`config.mk`:
```
export PLATFORM = sky130hd
export DESIGN_NAME = sc_dmem_arbiter
export DESIGN_NICKNAME = d
export VERILOG_FILES = /design/src/rtl/sc_dmem_arbiter.sv
export SDC_FILE = /design/constraint.sdc
export NUM_CORES = 1
export LEC_CHECK = 0
export ABC_AREA = 1
export ABC_CLOCK_PERIOD_IN_PS = 3000
export CAP_MARGIN = 20
export CORE_AREA = 3 3 117 119
export DETAILED_ROUTE_END_ITERATION = 12
export DIE_AREA = 0 0 120 122
export GPL_TIMING_DRIVEN = 0
export PLACE_DENSITY_LB_ADDON = 0.25
export SETUP_SLACK_MARGIN = 0.02
export SYNTH_ARGS = -nofsm -noshare
export SYNTH_HDL_FRONTEND = slang
export SYNTH_SLANG_ARGS = --single-unit
```
`constraint.sdc`:
```
create_clock -name clock -period 3 [get_ports clock]
set_clock_uncertainty 0.05 [all_clocks]
set_input_delay 0.6 -clock clock [delete_from_list [all_inputs] [get_ports clock]]
set_output_delay 0.6 -clock clock [all_outputs]
set_load 0.02 [all_outputs]
```
`src/rtl/sc_dmem_arbiter.sv`:
```
// Shared data-memory arbiter between a CPU port and a DMA master, with optional burst lock.
// Define DMEM_ARB_STARVE_EN to compile in the DMA starvation counter (forced grant at STARVE_LIMIT).
module sc_dmem_arbiter #(
  parameter int unsigned STARVE_LIMIT = 8
) (
  input  logic        clock,
  input  logic        resetn,
  // CPU port
  input  logic        cpu_req,
  input  logic        cpu_we,
  input  logic [31:0] cpu_addr,
  input  logic [31:0] cpu_wdata,
  output logic [31:0] cpu_rdata,
  output logic        cpu_stall,
  // DMA port
  input  logic        dma_req,
  input  logic        dma_we,
  input  logic        dma_lock,
  input  logic [31:0] dma_addr,
  input  logic [31:0] dma_wdata,
  output logic        dma_gnt,
  output logic        dma_rvalid,
  output logic [31:0] dma_rdata,
  // Shared memory
  output logic [31:0] mem_addr,
  output logic [31:0] mem_wdata,
  output logic        mem_we,
  input  logic [31:0] mem_rdata,
  output logic [1:0]  owner
);

  typedef enum logic [1:0] {
    StIdle    = 2'b00,
    StCpu     = 2'b01,
    StDma     = 2'b10,
    StDmaLock = 2'b11
  } state_e;

  typedef enum logic [1:0] {
    GntNone = 2'b00,
    GntCpu  = 2'b01,
    GntDma  = 2'b10
  } grant_e;

  state_e state_q, state_d;
  grant_e grant;
  logic   force_dma;
  logic   rvalid_q, rvalid_d;

`ifdef DMEM_ARB_STARVE_EN
  // +2 keeps the width non-zero and leaves room to hold STARVE_LIMIT itself.
  localparam int unsigned CntW = $clog2(STARVE_LIMIT + 2);
  localparam logic [CntW-1:0] Limit = CntW'(STARVE_LIMIT);

  logic [CntW-1:0] starve_q, starve_d;

  always_comb begin
    starve_d = starve_q;
    if (!dma_req || grant == GntDma) begin
      starve_d = '0;
    end else if (grant == GntCpu && starve_q < Limit) begin
      starve_d = starve_q + CntW'(1);
    end
  end

  always_ff @(posedge clock or negedge resetn) begin
    if (!resetn) begin
      starve_q <= '0;
    end else begin
      starve_q <= starve_d;
    end
  end

  assign force_dma = (starve_q >= Limit);
`else
  // Without the counter the limit has no effect; CPU keeps strict priority.
  assign force_dma = 1'b0 & (STARVE_LIMIT > 0);
`endif

  // State register: records the previous cycle's grant.
  always_ff @(posedge clock or negedge resetn) begin
    if (!resetn) begin
      state_q <= StIdle;
    end else begin
      state_q <= state_d;
    end
  end

  // Next-state logic, including the per-cycle priority grant.
  always_comb begin
    grant = GntNone;
    if (!resetn) begin
      grant = GntNone;
    end else if (state_q == StDmaLock && dma_req) begin
      grant = GntDma;
    end else if (force_dma && dma_req) begin
      grant = GntDma;
    end else if (cpu_req) begin
      grant = GntCpu;
    end else if (dma_req) begin
      grant = GntDma;
    end

    state_d = StIdle;
    unique case (grant)
      GntDma:  state_d = dma_lock ? StDmaLock : StDma;
      GntCpu:  state_d = StCpu;
      default: state_d = StIdle;
    endcase
  end

  // Output logic: memory mux and port handshakes.
  always_comb begin
    mem_addr  = 32'h0;
    mem_wdata = 32'h0;
    mem_we    = 1'b0;
    unique case (grant)
      GntCpu: begin
        mem_addr  = cpu_addr;
        mem_wdata = cpu_wdata;
        mem_we    = cpu_we;
      end
      GntDma: begin
        mem_addr  = dma_addr;
        mem_wdata = dma_wdata;
        mem_we    = dma_we;
      end
      default: ;
    endcase

    cpu_stall = cpu_req && (grant != GntCpu);
    dma_gnt   = (grant == GntDma);
    owner     = grant;
  end

  // Memory returns read data one cycle after issue; flag it for the DMA side.
  assign rvalid_d = (grant == GntDma) && !dma_we;

  always_ff @(posedge clock or negedge resetn) begin
    if (!resetn) begin
      rvalid_q <= 1'b0;
    end else begin
      rvalid_q <= rvalid_d;
    end
  end

  assign dma_rvalid = rvalid_q;
  assign dma_rdata  = rvalid_q ? mem_rdata : 32'h0;
  assign cpu_rdata  = mem_rdata;

endmodule

```
# Word level (Yosys, flattened, before mapping)
# Cells that the tools add are included.
totals:
  register_bits: 3
  word_cells: 20
  out_inout_bits: 134
classes:
  reduce_logical: 4
  n_mux: 10
  eq_ne: 4
op_table:
  columns: ["op", "count"]
  rows:
  - ["case mux 32 bit (2 select lines)", 2]
  - ["2-to-1 mux 32 bit", 1]
  - ["2-to-1 mux 2 bit", 4]
  - ["equality test 2 bit, second input constant", 2]
  - ["case mux 2 bit (2 select lines)", 1]
  - ["logical AND 1 bit", 3]
  - ["equality test 2 x 1 -> 1 bit, second input constant", 1]
  - ["!= test 2 x 1 -> 1 bit, second input constant", 1]
  - ["case mux 1 bit (2 select lines)", 1]
  - ["logical NOT 1 bit", 1]
  - ["2-to-1 mux 1 bit", 1]

# Logic depth before layout (Yosys ltp)
depth:
  ltp_word: 6
  mapped_depth: 10
  mapped_depth_nobuf: 8

# Worst setup path before layout
# OpenSTA, ideal clock, no wires.
synth_path:
  kind: "input to output"
  startpoint: "input port cpu_req"
  endpoint: "output port mem_addr[10]"
  stages: 9
  t_required_ns: 2.350
  path_buffers: 3
  setup_slack_ns: 0.246
  arrival_time_ns: 2.104
  cell_sequence: "inv_1 nand2_1 nand2_4 buf_6 nand2_1 ha_1 buf_2 buf_1 a21oi_1"
synth_via:
  elab_chain_cells: 5
  word_cells_on_any_way: 6
synth_lines:
  columns: ["item", "line_no", "rtl"]
  rows:
  - ["from (decl)", "9", "input logic cpu_req,"]
  - ["2-to-1 mux 2 bit *", "98", "end else if (cpu_req) begin"]
  - ["2-to-1 mux 2 bit *", "94", "end else if (state_q == StDmaLock && dma_req) begin"]
  - ["2-to-1 mux 2 bit *", "92", "if (!resetn) begin"]
  - ["equality test 2 bit or equality test 2 x 1 -> 1 bit (tied branches)", "117", "unique case (grant)"]
  - ["case mux 32 bit (2 select lines) *", "117", null]
  - ["to (decl)", "25", "output logic [31:0] mem_addr,"]
# Mark *: on every way between the ends. The rest lies on a longest branch, timed or not.

# Worst setup path after layout
layout_path:
  startpoint: "input port cpu_req"
  endpoint: "output port mem_wdata[3]"
layout_via:
  elab_chain_cells: 5
  word_cells_on_any_way: 6
layout_lines:
  columns: ["item", "line_no", "rtl"]
  rows:
  - ["2-to-1 mux 2 bit *", "98", null]
  - ["2-to-1 mux 2 bit *", "94", null]
  - ["2-to-1 mux 2 bit *", "92", null]
  - ["equality test 2 bit or equality test 2 x 1 -> 1 bit (tied branches)", "117", null]
  - ["case mux 32 bit (2 select lines) *", "117", null]
  - ["to (decl)", "26", "output logic [31:0] mem_wdata,"]
# Marks and branches as above.

==> results.sh <==
export IMPL_coreArea_um2=12700
export IMPL_vias=3363
export IMPL_yosysSeqAreaShare=0.0436
export IMPL_start_util=0.136
export IMPL_clkPwrFrac=0.239
export IMPL_gp_routability_congestion=0.797
export IMPL_whs_ps=146
export IMPL_reg2reg_to="state_q[0]"
export IMPL_crit_family="buffers and inverters"
export IMPL_synthArstFlopShare=1.00
export IMPL_slew_violations=0
export IMPL_cts_htree_levels=1
export IMPL_viasPerCell=4.11
export IMPL_synth_edf_count=0
export IMPL_wl_um=11900
export IMPL_die_h_um=122
export IMPL_power_density_nw_per_um2=178
export IMPL_die_w_um=120
export IMPL_hold_violations=0
export IMPL_synth_cell_area_um2=1720
export IMPL_placed_area_um2=4940
export IMPL_crit_path_start_kind="primary input"
export IMPL_max_cap_viol_count=0
export IMPL_drc=0
export IMPL_drive_gt1_frac=0.223
export IMPL_ys_ff_latch=3
export IMPL_ff2ff_path_depth=7
export IMPL_grt_pass1_wl_um=17200
export IMPL_track_usage=0.145
export IMPL_clock_latency_ps=230
export IMPL_swShare=0.346
export IMPL_rsz0062_at_grt="false"
export IMPL_critPathBufInv=6
export IMPL_postSynthAreaPerCell_um2=5.05
export IMPL_diodes=0
export IMPL_setup_violations=0
export IMPL_synth_fp_nets=510
export IMPL_switchingPower_uw=310
export IMPL_cp_end_kind="primary output"
export IMPL_synth_top_cells_by_count="101 x nand2_1, 66 x a21oi_1, 64 x nand3_1"
export IMPL_internal_power_uw=586
export IMPL_cts_inserted_buffers=3
export IMPL_synth_area_leaders="nand2_1 22%, a21oi_1 19%, nand3_1 19%, buf_4 14%, inv_1 8.3%"
export IMPL_ios=301
export IMPL_ys_types=14
export IMPL_crit_type="in -> out"
export IMPL_final_area_um2=5040
export IMPL_path_cells="dlygate4sd2_1 > inv_1 > nand2_2 > nand2_8 > buf_6 > nand2_4 > ha_4 > buf_6 > buf_4 > a21oi_1 > buf_4"
export IMPL_cts_buffer_depth=2
export IMPL_cts_hold_fix_buffers=0
export IMPL_fmax_mhz=350
export IMPL_required_ps=2350
export IMPL_rrSetupSlack_ps=1510
export IMPL_detailed_place_hpwl_um=10200
export IMPL_power_leakage_nw=2.26
export IMPL_status="completed"
export IMPL_syn_inst=341
export IMPL_setup_ws_ps=140
export IMPL_fp_row_count=41
export IMPL_drtIter0Drc=117
export IMPL_area_growth_syn_to_layout_pct=193
export IMPL_tns_ps=0
export IMPL_first_pass_iters=6
export IMPL_yosys_area_top_type="nand2_1"
export IMPL_yosysMostFrequentCell="nand2_1"
export IMPL_grt_pass1_vias=3292
export IMPL_seqPwrFrac=0.049
export IMPL_cts_sinks=3
export IMPL_cp_max_fo=10
export IMPL_wire_per_inst_um=14.6
export IMPL_fin_crit_ps=2860
export IMPL_grt_max_degree=11
export IMPL_layout_nets=817
export IMPL_die_area_um2=14600
export IMPL_antenna_found_initial=0
export IMPL_cp_arrival_ps=2210
export IMPL_tightest_slew_ps=461
export IMPL_maxSlewHeadroom=0.693
export IMPL_hp_class="in -> async"
export IMPL_power_frac_comb=0.713
export IMPL_postRouteAntennaNets=0
export IMPL_peakVddDrop_v=0.000130
export IMPL_reg2reg_from="state_q[0]"
export IMPL_synthFlopType="dfrtp_1"
export IMPL_clk_root_buffer_cell="clkbuf_16"
export IMPL_place_ws_ps=-1470
export IMPL_post_route_period_util=0.953
export IMPL_cts_tree="built"
export IMPL_critical_path_max_stage_delay_ps=260
export IMPL_synth_top_area_share=0.220
export IMPL_place_port_buffers=300
export IMPL_yosysWarnings=0
export IMPL_gr_total_overflow=0
export IMPL_cp_startpoint="cpu_req"
export IMPL_path_clk_slew_ps=30
export IMPL_cpMaxStageDelayCell="dlygate4sd2_1"
export IMPL_power_uw=896
## power groups by stage
stage                     clock network (mW)  registers [mW]  logic, mW
after floorplan                            0          0.0439      0.234
after global placement                     0          0.0437      0.618
after detailed placement                   0          0.0437      0.624
after CTS                              0.217          0.0437      0.646
after global routing                   0.224          0.0439      0.682
final                                  0.214          0.0436      0.638
## cell usage in the layout (no fill, tap or decap)
master,netlist,layout
clkbuf_8,0,1
clkdlybuf4s15_2,0,10
buf_2,11,37
nand3_1,64,63
bufbuf_16,0,1
clkbuf_4,0,3
buf_8,0,3
nand2_8,0,1
a21oi_4,0,1
buf_4,33,55
nand2_4,1,1
nor2_1,3,3
dlygate4sd2_1,0,3
nand3_4,0,1
clkbuf_16,0,3
buf_6,6,15
dfrtp_1,3,3
clkdlybuf4s50_1,0,231
nand3_2,1,1
clkbuf_1,8,5
nand2_2,0,1
a21oi_2,0,9
ha_4,0,1
clkdlybuf4s15_1,0,1
nand2_1,101,99
inv_1,38,38
ha_1,2,1
a21oi_1,66,56
## per-stage QoR
stage / instances / util
2_1_floorplan: 341 / -
3_3_place_gp: 813 / 0.390
3_5_place_dp: 813 / 0.390
4_1_cts: 819 / 0.398
5_1_grt: 819 / 0.398
6_report: 819 / 0.398
## how the worst max path moves through the flow
stage,endpoint,cells past startpoint
after CTS,mem_addr[14],11
after detailed placement,mem_addr[14],11
after global routing,mem_addr[6],11
after global placement,mem_addr[13],11
after floorplan,mem_addr[10],9
final,mem_wdata[3],11
## state kept, by name, indices dropped and copies added (netlist names)
signal / count
state_q: 2
dma_rvalid: 1
## routing by layer
metal  share of wire  vias up  wire length (µm)  global-route usage
met5               0        -                 0                   0
met4           0.013        0               160              0.0265
met3            0.10       15              1190              0.0422
met2            0.53      192              6310               0.285
met1            0.36     1481              4260               0.152
li1                -     1675                 -                   -
## what timing repair did
action | 4_1_cts | 5_1_grt
resized for setup | 336 | 1
cloned | 1 | 0
pin swaps | 6 | 1
buffers inserted | 1 | 0
endpoints found under the setup margin | 69 | 5
## kinds of logic after synthesis
| family | Yosys count | synth area share |
|---|---|---|
| AO/OA/AOI/OAI | 66 | 0.192 |
| adder cells (fa/ha/maj) | 2 | 0.0145 |
| AND/OR/NAND/NOR | 170 | 0.425 |
| flip-flops | 3 | 0.0436 |
| buffers and inverters | 100 | 0.324 |
## final cells by class
| cell class | count | area [µm²] |
|---|---|---|
| timing repair buffer | 302 | 2840 |
| inverter | 38 | 143 |
| buffer | 62 | 514 |
| fill | 1386 | 7630 |
| clock buffer | 4 | 78.8 |
| multi-input combinational | 238 | 1180 |
| tap | 172 | 215 |
| sequential | 3 | 75.1 |
Power figures use the tool's default switching activity.
